File: config.mk
export PLATFORM = sky130hd
export DESIGN_NAME = board_addr_gen
export DESIGN_NICKNAME = d
export VERILOG_FILES = /design/src/rtl/piece_collision_checker_pkg.sv /design/src/rtl/piece_collision_checker_board_addr_gen.sv
export SDC_FILE = /design/constraint.sdc
export NUM_CORES = 1
export LEC_CHECK = 0
export CORE_AREA = 2 2 39 41
export DETAILED_ROUTE_END_ITERATION = 10
export DIE_AREA = 0 0 41 43
export GPL_ROUTABILITY_DRIVEN = 0
export PLACE_DENSITY = 0.71
export SETUP_SLACK_MARGIN = 0.02
export SYNTH_ARGS = -nofsm -noshare
export SYNTH_HDL_FRONTEND = slang
export SYNTH_SLANG_ARGS = --single-unit
File: constraint.sdc
create_clock -name vclk -period 3.15
set_input_delay 0.7875 -clock vclk [all_inputs]
set_output_delay 0.7875 -clock vclk [all_outputs]
set_load 0.05 [all_outputs]
File: src/rtl/piece_collision_checker_pkg.sv
// Shared Tetris board definitions: default board geometry, scan FSM states
// and the encoding of an empty board cell.
package tetris_pkg;

  localparam int unsigned DEFAULT_BOARD_W  = 10;
  localparam int unsigned DEFAULT_BOARD_H  = 24;
  localparam int unsigned DEFAULT_COLOUR_W = 6;
  localparam int unsigned DEFAULT_ADDR_W   = 8;

  // Board RAM colour value for an unoccupied (black) cell
  localparam int unsigned COLOUR_EMPTY = 0;

  typedef enum logic [1:0] {
    IDLE,
    CHECK,
    WAIT,
    FIN
  } state_t;

endpackage

File: src/rtl/piece_collision_checker_board_addr_gen.sv
// board_addr_gen: maps an unsigned (x, y) board coordinate to a linear
// row-major RAM address and flags whether the coordinate lies on the board.
// Purely combinational; shared with the line-clear and render blocks.
module board_addr_gen
  import tetris_pkg::*;
#(
  parameter int unsigned BOARD_W = DEFAULT_BOARD_W,
  parameter int unsigned BOARD_H = DEFAULT_BOARD_H,
  parameter int unsigned X_W     = 8,
  parameter int unsigned Y_W     = 7,
  parameter int unsigned ADDR_W  = DEFAULT_ADDR_W
) (
  input  logic [X_W-1:0]    x,
  input  logic [Y_W-1:0]    y,
  output logic [ADDR_W-1:0] addr,
  output logic              in_bounds
);

  // Wide enough that y*BOARD_W + x cannot overflow before truncation
  localparam int unsigned W = X_W + Y_W + 4;

  logic [W-1:0] x_w;
  logic [W-1:0] y_w;
  logic [W-1:0] full;

  // Widen, linearise, truncate to the RAM address and bounds-check
  always_comb begin
    x_w       = W'(x);
    y_w       = W'(y);
    full      = y_w * W'(BOARD_W) + x_w;
    addr      = ADDR_W'(full);
    in_bounds = (x_w < W'(BOARD_W)) && (y_w < W'(BOARD_H));
  end

endmodule

==> key figures <==
Drt
  • Via Count: approximately 490
  • DR WL/cell: roughly 14 µm
  • Via density: approximately 5
  • DRC errors left: 0
  • Final wirelength: around 1400 µm
  • DR pass1 iterations: 1
  • DRC marker count from the first detailed-route iteration: 0
  • Routed Antenna Nets: 0

Job
  • Max_cap viols: 0

Placed design
  • Detail Placement HPWL: just over 1000 µm
  • PortBufs: 22

Synthesis
  • Synth warnings: 0
  • Synth Cell Area: roughly 430 µm²
  • Synth unique cells: 17
  • Syn Nets: around 80
  • Mapped Cells: between 40 and 50
  • Syn_area_per_cell: roughly 8.7 µm²
  • Sequential share of the synthesized area: 0

GRT
  • GRT Total Usage: 0.185
  • Grt total ovfl: 0
  • Number of global-route vias before repair: 524
  • GRT met2 Usage: 0.359
  • GR Layer Usage met1: 0.216
  • Initial antenna violation count: 0
  • Met3 usage: 0.0105
  • Most used routing layer: met2
  • Largest net degree at the start of global routing: 5
  • First-pass GRT wire length: between 2000 and 2500 µm

Pwr
  • Leakage power: around 0.47 nW
  • Logic gate share of total power: 1.000
  • Cell Int Power: 0.000281 W
  • Psw: ~0.00026 W
  • Peak supply drop: around 0.37 mV
  • Power Total: roughly 0.00054 W
  • Power share of the clock group: 0
  • Sw frac: 0.476
  • Power Density: ~500 nW/µm²
  • Seq pwr share: 0

Critical path
  • Critical Path Fanout Max: 2
  • Critical Path AT: between 2000 and 3000 ps
  • Crit. End Element: output port
  • CP startpoint kind: input port
  • Buf/Inv on CP: 2
  • Crit-path cells: buf_8 -> ha_4 -> ha_4 -> fa_2 -> ha_4 -> o21ai_4 -> o21bai_2 -> a21oi_4 -> xnor2_4 -> buf_12
  • Slowest cell on crit path: fa_2
  • Critical path's largest stage delay: between 500 and 600 ps
  • Worst setup path class: input port to output port
  • CP dominant cell by count: ha_4
  • Delay-heaviest family, CP: adder cells
  • Critical path origin: y[3]
  • Critical Path RT: between 2000 and 2500 ps

Timing
  • Setup_tns: -833 ps
  • RSZ-0062 raised after global routing: yes
  • Slew @ Worst Pin: 478 ps
  • Final hold vios: 0
  • Worst setup margin: -313 ps
  • # setup viols final: 3
  • Fmax: just under 300 MHz
  • Fin crit period: between 3000 and 4000 ps
  • Fin crit share: 1.10
  • Slew headroom: 0.679
  • Max Slew Vio Count: 0

Layout
  • Share of cells above drive strength 1: 0.631
  • Util after Layout: 0.782
  • P&R area growth vs syn: 154%
  • Seq cells: 0
  • Footprint of the multi-input gates: between 600 and 700 µm²
  • Clk_buf instances: 0
  • Fin nets: 116
  • N_diodes: 0
  • Fill cells: 90
  • Register area: 0 µm²

Status
  • Status: complete, but fails checks
  • Failing checks: negative setup slack

Worst hold path
  • Worst Min Path Start: x[0]
  • Worst min-delay path class: input port to output port
  • Endpoint of the worst hold path: addr[0]
  • Hold depth: 0

Die
  • # rows: 14
  • Starting Density: 0.307
  • Die area: 1760 µm²
  • Core Area: around 1400 µm²
  • Die outline width: 41 µm
  • DIE HEIGHT: 43 µm
  • IO Pins: 24

Clock network
  • Hold buffers post-CTS: 0
[layout make-up]
type                       instances  share of cell area
multi-input combinational         43               0.591
timing repair buffer              36               0.373
inverter                           5              0.0173
tap                               16              0.0185
[layout by cell type, fill, tap and decap left out]
master,instances
buf_12,8
xnor2_4,3
o21bai_2,1
nor2b_4,1
o21bai_1,1
buf_4,12
fa_2,2
xor2_2,1
xnor2_2,1
buf_8,1
ha_1,4
ha_4,8
a21oi_2,1
a21oi_4,3
and3_1,1
xnor2_1,3
nor2_2,2
inv_1,5
o21ai_0,2
xor2_1,1
o21ai_4,1
a21oi_1,1
buf_2,3
ha_2,1
a21o_1,2
nor3_2,1
a211oi_1,1
nor4_1,1
dlymetal6s2s_1,1
dlygate4sd2_1,2
clkdlybuf4s50_1,6
buf_6,3
[metrics by stage]
step           area, µm²  instances  setup slack, ps  hold slack (ps)
5_1_grt             1080        100             -359             1580
6_report            1080        100             -313             1580
2_1_floorplan        502         49             -272             1740
3_5_place_dp         905         98             -869             1580
3_3_place_gp         905         98             -849             1580
4_1_cts             1020         99             -318             1580
[per-layer routing]
metal	share of wire	wire, µm	vias up
met3	0.042	60	0
met2	0.58	829	16
met4	0	0	0
met1	0.38	551	231
li1	-	-	242
met5	0	0	-
[how the worst max path moves through the flow]
stage / end / slack (ps) / depth (start not counted)
floorplan: addr[7] / -270 / 8
global placement: addr[7] / -850 / 10
detailed placement: addr[7] / -870 / 10
CTS: addr[7] / -320 / 10
global route: addr[7] / -360 / 10
finish: addr[7] / -310 / 10
[synth_stat cells]
| cell type | instances | area share |
|---|---|---|
| ha_1 | 13 | 0.38 |
| o21ai_0 | 3 | 0.035 |
| o21bai_1 | 2 | 0.035 |
| a21oi_1 | 4 | 0.047 |
| xor2_1 | 2 | 0.041 |
| a21o_1 | 2 | 0.035 |
| inv_1 | 5 | 0.044 |
| a21oi_2 | 1 | 0.021 |
| fa_1 | 2 | 0.094 |
| nor2b_1 | 1 | 0.015 |
| nor4_1 | 1 | 0.015 |
| xnor2_1 | 7 | 0.14 |
| nor2_1 | 2 | 0.018 |
| and3_1 | 1 | 0.015 |
| a211oi_1 | 1 | 0.018 |
| buf_4 | 1 | 0.018 |
| nor3_2 | 1 | 0.024 |
[kinds of logic (layout without fill, tap and decap cells)]
family / after synthesis / after routing / share of synthesized area
buf+inv: 6 / 41 / 0.0618
xor+xnor: 9 / 9 / 0.185
simple gates: 6 / 6 / 0.0853
fa+ha+maj: 15 / 15 / 0.476
compound gates: 13 / 13 / 0.191
[power groups by stage]
stage / Sequential (W) / Clock [W] / Combinational (W)
finish: 0 / 0 / 0.000537
global route: 0 / 0 / 0.000563
CTS: 0 / 0 / 0.000510
detailed placement: 0 / 0 / 0.000455
global placement: 0 / 0 / 0.000448
floorplan: 0 / 0 / 0.000252
[what timing repair did]
item | CTS | global route
pin swaps | 12 | 5
endpoints found under the setup margin | 5 | 4
setup buffers | 1 | 1
resized for setup | 43 | 9
Power figures use the tool's default switching activity.
